==> config.mk <==
export PLATFORM = sky130hd
export DESIGN_NAME = uart_byte_display
export DESIGN_NICKNAME = d
export VERILOG_FILES = /design/src/rtl/uart_display_pkg.sv /design/src/rtl/display_timeout_timer.sv /design/src/rtl/uart_byte_display.sv
export SDC_FILE = /design/constraint.sdc
export NUM_CORES = 1
export LEC_CHECK = 0
export BUFFER_PORTS_ARGS = -buffer_cell sky130_fd_sc_hd__buf_4
export CORE_MARGIN = 5
export CORE_UTILIZATION = 44
export DETAILED_ROUTE_END_ITERATION = 7
export PLACE_DENSITY = 0.8
export SYNTH_ARGS = -nofsm -noshare
export SYNTH_HDL_FRONTEND = slang
export SYNTH_SLANG_ARGS = --single-unit
export TNS_END_PERCENT = 1
==> constraint.sdc <==
create_clock -name i_Clk -period 1.6 [get_ports i_Clk]
set_input_delay 0 -clock i_Clk [delete_from_list [all_inputs] [get_ports i_Clk]]
set_output_delay 0 -clock i_Clk [all_outputs]
set_load 0.005 [all_outputs]
==> src/rtl/uart_display_pkg.sv <==
// uart_display_pkg: FSM state encoding and default timeout shared by the byte display.
package uart_display_pkg;
  typedef enum logic [1:0] {
    EMPTY = 2'd0,
    SHOW  = 2'd1,
    BLANK = 2'd2
  } display_state_t;
  localparam int DEFAULT_TIMEOUT_CLKS = 25000000;
endpackage

==> src/rtl/display_timeout_timer.sv <==
// display_timeout_timer: down-counter loaded with TIMEOUT_CLKS-1, expired while it sits at zero.
module display_timeout_timer #(
  parameter int TIMEOUT_CLKS = uart_display_pkg::DEFAULT_TIMEOUT_CLKS
) (
  input  logic i_Clk,
  input  logic i_Rst,
  input  logic i_Load,
  input  logic i_En,
  output logic o_Expired
);
  localparam int TW = $clog2(TIMEOUT_CLKS);
  logic [TW-1:0] r_cnt;
  always_ff @(posedge i_Clk) begin
    if (i_Rst) r_cnt <= '0;
    else if (i_Load) r_cnt <= TW'(TIMEOUT_CLKS - 1);
    else if (i_En && r_cnt != '0) r_cnt <= r_cnt - 1'b1;
  end
  assign o_Expired = r_cnt == '0;
endmodule

==> src/rtl/uart_byte_display.sv <==
// uart_byte_display: holds the last UART byte for two hex digits; blanking after
// TIMEOUT_CLKS idle clocks is built only with UART_BYTE_DISPLAY_TIMEOUT_EN defined.
module uart_byte_display
  import uart_display_pkg::*;
#(
  parameter int TIMEOUT_CLKS = DEFAULT_TIMEOUT_CLKS
) (
  input  logic       i_Clk,
  input  logic       i_Rst,
  input  logic       i_RX_DV,
  input  logic [7:0] i_RX_Byte,
  output logic [3:0] o_Upper_Nibble,
  output logic [3:0] o_Lower_Nibble,
  output logic       o_Display_En,
  output logic       o_New_Byte,
  output logic [7:0] o_Byte_Count
);
  display_state_t r_state, w_next;
  logic [7:0] r_byte, r_count;
  logic       r_new;
  logic       w_expired;
  if (TIMEOUT_CLKS < 2) begin : g_bad_timeout
    $error("TIMEOUT_CLKS must be at least 2");
  end
`ifdef UART_BYTE_DISPLAY_TIMEOUT_EN
  display_timeout_timer #(.TIMEOUT_CLKS(TIMEOUT_CLKS)) u_timer (
    .i_Clk     (i_Clk),
    .i_Rst     (i_Rst),
    .i_Load    (i_RX_DV),
    .i_En      (r_state == SHOW),
    .o_Expired (w_expired)
  );
`else
  assign w_expired = 1'b0;
`endif
  // a strobe always wins over expiry, so the timer reload and SHOW coincide
  always_comb begin
    w_next = r_state;
    if (i_RX_DV) w_next = SHOW;
    else if (r_state == SHOW && w_expired) w_next = BLANK;
  end
  always_ff @(posedge i_Clk) begin
    if (i_Rst) begin
      r_state <= EMPTY;
      r_byte  <= '0;
      r_count <= '0;
      r_new   <= 1'b0;
    end else begin
      r_state <= w_next;
      r_new   <= i_RX_DV;
      if (i_RX_DV) begin
        r_byte  <= i_RX_Byte;
        r_count <= r_count + 8'd1;
      end
    end
  end
  assign o_Upper_Nibble = r_byte[7:4];
  assign o_Lower_Nibble = r_byte[3:0];
  assign o_Display_En   = r_state == SHOW;
  assign o_New_Byte     = r_new;
  assign o_Byte_Count   = r_count;
endmodule

==> summary.txt, run 1 <==
Outcome
  • Status: finished clean

Detailed routing
  • Routed length per instance: 12.2 µm
  • TritonRoute pass-1 iters: 2
  • DR vias/cell: 4.89
  • DRC: 0
  • Starting DRT DRC Count: 6
  • Vias: slightly below 600
  • Final WL: 1480 µm
  • Post-detailed-route count of antenna-violating nets: 0

Run
  • # Max-Cap Violations: 0

Clock tree
  • TritonCTS clock tree: yes
  • CTS buffer count: 3
  • Clk_lat worst skew: 0.29 ns
  • Num Clock Sinks: 18
  • CTS Buffer Depth: 2
  • CTS H-tree lvls: 1
  • Post-CTS Setup Repair Bufs: 0
  • Clock Pin Slew Worst Setup and Hold Paths: 0.10 ns
  • CTS Root Cell: clkbuf_4

Finish
  • Antenna diode instance count: 0
  • Fill cells: ~120
  • Layout area overhead: 50.1%
  • Post-route insts no fill: 121
  • Nets: about 120
  • Footprint of the multi-input gates: just under 300 µm²
  • Sequential cell area: 360 µm²
  • Share of cells above drive strength 1: 0.314

Yosys
  • Mapped Nets: 80
  • Mapped Area: 672 µm²
  • Number of synthesized register bits: 18
  • Yosys warning count: 0
  • Synth Area per Inst: just under 10 µm²
  • Mapped Cells: 68
  • Unique masters post-synth: 17
  • Register area share after synthesis: 0.536

Global route
  • GR Overflow Total: 0
  • GRT Resource Usage Total: 0.131
  • Number of global-route vias before repair: around 580
  • Global-route wire length before repair: between 2000 and 3000 µm
  • Largest net degree at the start of global routing: 19
  • Initial antenna violation count: 0

Worst setup path
  • Crit end category: flop
  • Critical path class: flop to flop
  • Crit-path cells: ha_1 > nand3_1 > or3_1 > a21oi_1
  • CP max FO: 4
  • Buf/Inv on CP: 0
  • Worst Setup Start Kind: flop
  • Data required time of the critical path: 1.83 ns
  • Slowest stage delay, CP: around 0.42 ns
  • Delay-heaviest family, CP: simple AND/OR/NAND/NOR gates
  • Crit path DAT: 1.50 ns
  • Slowest library cell on the worst path: dfxtp_1

Floorplan
  • Die Span Y: 49.1 µm
  • Initial Util: 0.457
  • Die ar.: 2410 µm²
  • DIE WIDTH: between 40 and 50 µm
  • # IOs: 29
  • Placement row count: 14
  • Core area: 1470 µm²

Power
  • Max IR drop VDD: 0.677 mV
  • Pleak: 0.477 nW
  • Pwr dens: around 870 nW/µm²

STA
  • WHS: between 0.09 and 0.1 ns
  • Setup ws final: 0.334 ns
  • Final setup violation count: 0
  • Final setup TNS: 0 ns
  • FMAX: between 700 and 800 MHz
  • Clock skew: 0.000707 ns
  • RSZ-0062 raised after global routing: no
  • Slew HR: 0.847
  • Slew Limit Fails: 0
  • Actual slew at the worst max-slew pin: 0.229 ns
  • Final Hold Vio Count: 0
  • Minimum clock period: 1.27 ns
  • Tcrit/Tclk final: 0.791

Place
  • Inst Count DP: roughly 110
  • Dpl hpwl: 1030 µm
  • Dpl ws: around 0.34 ns
  • PortBufs: 28
  • GPL Wtd Cong: around 0.77

Min path
  • Type of the worst min-delay path: input pin to flop
Yosys cell counts:
cell	count	area [µm²]
xnor2_1	1	8.76
nand2_1	2	7.51
ha_1	1	12.5
nand4_1	2	12.5
nor2b_1	1	6.26
clkbuf_1	2	7.51
nand4_2	1	12.5
xor2_1	3	26.3
buf_2	1	5.00
or3_1	3	18.8
buf_4	1	7.51
a21oi_1	3	15.0
mux2i_1	9	90.1
o21ai_0	3	15.0
dfxtp_1	18	360
nand3_1	2	10.0
nor2_1	15	56.3
cell type report:
type                    count  share of cell area
clock buffers               4              0.0360
multi-input cells          46               0.289
flip-flops and latches     18               0.357
well taps                  16              0.0199
repair buffers             37               0.298
kinds of logic after synthesis:
family / Yosys count / synth area share
AO/OA/AOI/OAI: 6 / 0.0447
XOR/XNOR: 4 / 0.0522
adder cells (fa/ha/maj): 1 / 0.0186
buffers and inverters: 4 / 0.0298
flip-flops: 18 / 0.536
multiplexers: 9 / 0.134
AND/OR/NAND/NOR: 26 / 0.184
metrics by stage:
step	area (µm²)	utilization	power, W
finish	1010	0.685	0.000876
CTS	1010	0.685	0.000887
floorplan	672	-	0.000538
detailed placement	882	0.599	0.000594
global route	1010	0.685	0.000928
global placement	882	0.599	0.000590
layer usage:
layer | track usage | vias up | part of all wire
met2 | 0.200 | 22 | 0.45
met1 | 0.156 | 267 | 0.44
met4 | 0.0404 | 0 | 0.0054
met3 | 0.0703 | 2 | 0.11
li1 | - | 301 | -
met5 | 0 | - | 0
repair_timing:
item,in CTS,in global routing
hold buffers,9,0
resized for setup,0,0
endpoints found under the hold margin,10,0
path summary, 6_finish.rpt:
kind / startpoint / to / slack [ns] / cells after the start
worst max-delay path: o_Byte_Count[0] / o_Byte_Count[6] / 0.33 / 4
worst min-delay path: i_RX_DV / o_New_Byte / 0.09 / 2
worst max register to register: o_Byte_Count[0] / o_Byte_Count[6] / 0.33 / 4
worst min register to register: o_Byte_Count[7] / o_Byte_Count[7] / 0.49 / 2
power breakdown:
part | switching, W | leakage [nW] | internal (W)
Clock | 0.000138 | 0.0210 | 0.000139
Combinational | 0.0000438 | 0.309 | 0.0000730
Sequential | 0.0000142 | 0.148 | 0.000468
state kept, by name, summed over array words and instances (netlist names):
signal / cells
r_state: 1
r_byte: 8
o_New_Byte: 1
o_Byte_Count: 8
layout by cell type, fill, tap and decap left out, drive strengths merged:
cell type,count
clkbuf,4
dlygate4sd3,9
nor2b,1
nand4,3
nand2,2
ha,1
nand3,2
buf,28
o21ai,3
a21oi,3
or3,3
nor2,15
xnor2,1
dfxtp,18
mux2i,9
xor2,3
No activity file was read; power rests on OpenSTA's default activity.
==> inputs of run 2 (changes only) <==
--- a/config.mk
+++ b/config.mk
@@ -5,11 +5,13 @@
 export SDC_FILE = /design/constraint.sdc
 export NUM_CORES = 1
 export LEC_CHECK = 0
+export ABC_AREA = 1
 export BUFFER_PORTS_ARGS = -buffer_cell sky130_fd_sc_hd__buf_4
+export CORE_ASPECT_RATIO = 1.2
 export CORE_MARGIN = 5
-export CORE_UTILIZATION = 44
+export CORE_UTILIZATION = 40
 export DETAILED_ROUTE_END_ITERATION = 7
-export PLACE_DENSITY = 0.8
+export PLACE_DENSITY = 0.76
 export SYNTH_ARGS = -nofsm -noshare
 export SYNTH_HDL_FRONTEND = slang
 export SYNTH_SLANG_ARGS = --single-unit
==> constraint.sdc (replaced) <==
create_clock -name i_Clk -period 1.07 [get_ports i_Clk]
set_input_delay 0 -clock i_Clk [delete_from_list [all_inputs] [get_ports i_Clk]]
set_output_delay 0 -clock i_Clk [all_outputs]
set_load 0.005 [all_outputs]
==> run 2 against run 1 <==
  * Setup slack worse by 0.33 ns
  * First-iteration DRC count down 33%
  * Critical path type unchanged
  * Final area increased by 7.1%
==> summary.txt, run 2 <==
Outcome
  • Status: finished clean

Detailed routing
  • TritonRoute pass-1 iters: 6
  • Post-detailed-route count of antenna-violating nets: 0
  • Routed length per instance: 11.3 µm
  • Vias: 706
  • DRC: 0
  • DR vias/cell: 4.77
  • Starting DRT DRC Count: 4
  • Final WL: 1670 µm

Yosys
  • Yosys warning count: 0
  • Synth Area per Inst: 7.79 µm²
  • Mapped Cells: 88
  • Number of synthesized register bits: 18
  • Top-area cell type share of the netlist area: 0.526
  • Synth cell count leaders: nor2_1 (27), dfxtp_1 (18), o21ai_0 (11)
  • Mapped Area: about 690 µm²
  • Mapped Nets: 100
  • Unique masters post-synth: 16
  • Most common cell in the netlist: nor2_1
  • Largest area contributor in the synthesized netlist: dfxtp_1
  • Top_reg_cell synth: dfxtp_1
  • Register area share after synthesis: 0.526
  • Number of enable flip-flop cells after synthesis: 0
  • Async set-reset flop share out of synthesis: 0
  • Largest cells by area after synthesis: dfxtp_1 (53%), nor2_1 (15%), o21ai_0 (8.0%), nand2_1 (4.4%), a21oi_1 (3.6%)

Place
  • GPL Wtd Cong: 0.782
  • PortBufs: 28
  • Dpl ws: 0.00823 ns
  • Dpl hpwl: between 1000 and 1500 µm
  • DP Area: 931 µm²
  • Inst Count DP: 135

Floorplan
  • Core area: 1640 µm²
  • Initial Util: 0.418
  • Die Span Y: 55.4 µm
  • # IOs: 29
  • DIE WIDTH: 47.8 µm
  • Die ar.: between 2000 and 3000 µm²
  • Placement row count: 16

Finish
  • Most frequent cells in the layout: buf_4 (31), nor2_1 (27), dfxtp_1 (15)
  • Post-route insts no fill: ~150
  • Antenna diode instance count: 0
  • Fin area: 1080 µm²
  • Layout area overhead: 57.5%
  • Most common cell after layout, fill and taps aside: buf_4
  • Share of cells above drive strength 1: 0.346
  • Nets: 144

STA
  • WHS: roughly 0.018 ns
  • Clock skew: approximately 0.0017 ns
  • RSZ-0062 raised after global routing: yes
  • Actual slew at the worst max-slew pin: 0.276 ns
  • Tcrit/Tclk final: 0.993
  • Slew HR: 0.815
  • FMAX: around 940 MHz
  • Slew Limit Fails: 0
  • Minimum clock period: around 1.1 ns
  • Setup ws final: around 0.0077 ns
  • Final setup violation count: 0
  • Final Hold Vio Count: 0

Power
  • Power Total: 0.00123 W
  • Seq pwr share: 0.583
  • Combinational share of power: 0.158
  • Pleak: 0.496 nW
  • Max IR drop VDD: ~0.85 mV
  • NetSw: 0.000286 W
  • Internal: ~0.00095 W
  • Pwr dens: 1140 nW/µm²
  • Sw Ratio: 0.232
  • Clock Power Share: 0.259

Run
  • # Max-Cap Violations: 0

Clock tree
  • TritonCTS clock tree: yes
  • CTS Buffer Depth: 2
  • CTS H-tree lvls: 1
  • Clock Pin Slew Worst Setup and Hold Paths: approximately 0.09 ns
  • Num Clock Sinks: 18
  • CTS Root Cell: clkbuf_4
  • Clk_lat worst skew: ~0.28 ns
  • CTS buffer count: 3

Global route
  • GR Overflow Total: 0
  • Largest net degree at the start of global routing: 17
  • Initial antenna violation count: 0
  • GRT Resource Usage Total: 0.141
  • Number of global-route vias before repair: 659
  • Global-route wire length before repair: 2770 µm

Worst setup path
  • Critical path class: flop to flop
  • Crit end category: flop
  • CP max FO: 3
  • Crit path DAT: roughly 1.3 ns
  • Worst Setup Start Kind: flop
  • Data required time of the critical path: around 1.3 ns

Min path
  • Type of the worst min-delay path: input pin to flop
-- run 2: cell count changes after synthesis, sizes merged, moves of 6 or more --
cell / before / now
nor2: 15 / 29
inv: 0 / 6
o21ai: 3 / 11
mux2i: 9 / 0
nand2: 2 / 9
-- run 2: cells by family (layout without fill, tap and decap cells) --
logic type                 count (synthesis)  in the layout  synth area share
AOI/OAI and AO/OA                         16             16             0.117
adders and majority gates                  1              1            0.0182
buffers and inverters                      9             51            0.0529
DFF                                       18             18             0.526
and+or+nand+nor                           44             44             0.287
-- run 2: what timing repair did --
action	CTS	global route
pin swaps	0	1
setup buffers	0	1
resized for setup	1	8
hold buffers	9	0
endpoints found under the hold margin	11	0
setup endpoints to repair	1	15
-- run 2: stage by stage --
stage | TNS, ns | util
floorplan | 0 | -
global placement | 0 | 0.567
detailed placement | 0 | 0.567
CTS | 0 | 0.639
global route | -0.0548 | 0.658
finish | 0 | 0.658
-- run 2: area by class of cell --
cell class	count	area (µm²)
fillers	139	562
flip-flops and latches	18	367
repair buffers	41	334
multi-input cells	61	304
inverters	7	30.0
clock buffers	3	22.5
well taps	18	22.5
-- run 2: path summary, 6_finish.rpt --
kind	startpoint	to	slack (ns)	cells after the start
worst max-delay path	o_Byte_Count[0]	o_Byte_Count[6]	0.008	6
worst min-delay path	i_RX_DV	o_Byte_Count[0]	0.02	2
worst max register to register	o_Byte_Count[0]	o_Byte_Count[6]	0.008	6
worst min register to register	r_state[0]	r_state[0]	0.51	2
-- run 2: metal layers --
layer,track usage,wire length (µm),up-vias
met5,0,0,-
met4,0.0923,74,0
met3,0.0357,83,6
met2,0.223,862,20
met1,0.154,645,313
li1,-,-,367
-- run 2: power by group through the flow --
| stage | Clock [W] | Sequential, W | Combinational (W) |
|---|---|---|---|
| finish | 0.000319 | 0.000720 | 0.000195 |
| global route | 0.000367 | 0.000724 | 0.000218 |
| CTS | 0.000334 | 0.000719 | 0.000191 |
| detailed placement | 0 | 0.000735 | 0.000164 |
| global placement | 0 | 0.000733 | 0.000160 |
| floorplan | 0 | 0.000739 | 0.0000563 |
-- run 2: critical path, cell delays in order, from the launching register on --
cell and delay [ns]:
dfxtp_2 0.35, ha_2 0.20, nand3_4 0.09, nor2_4 0.14, nand3_1 0.07, nand2_1 0.07, nor2_1 0.04
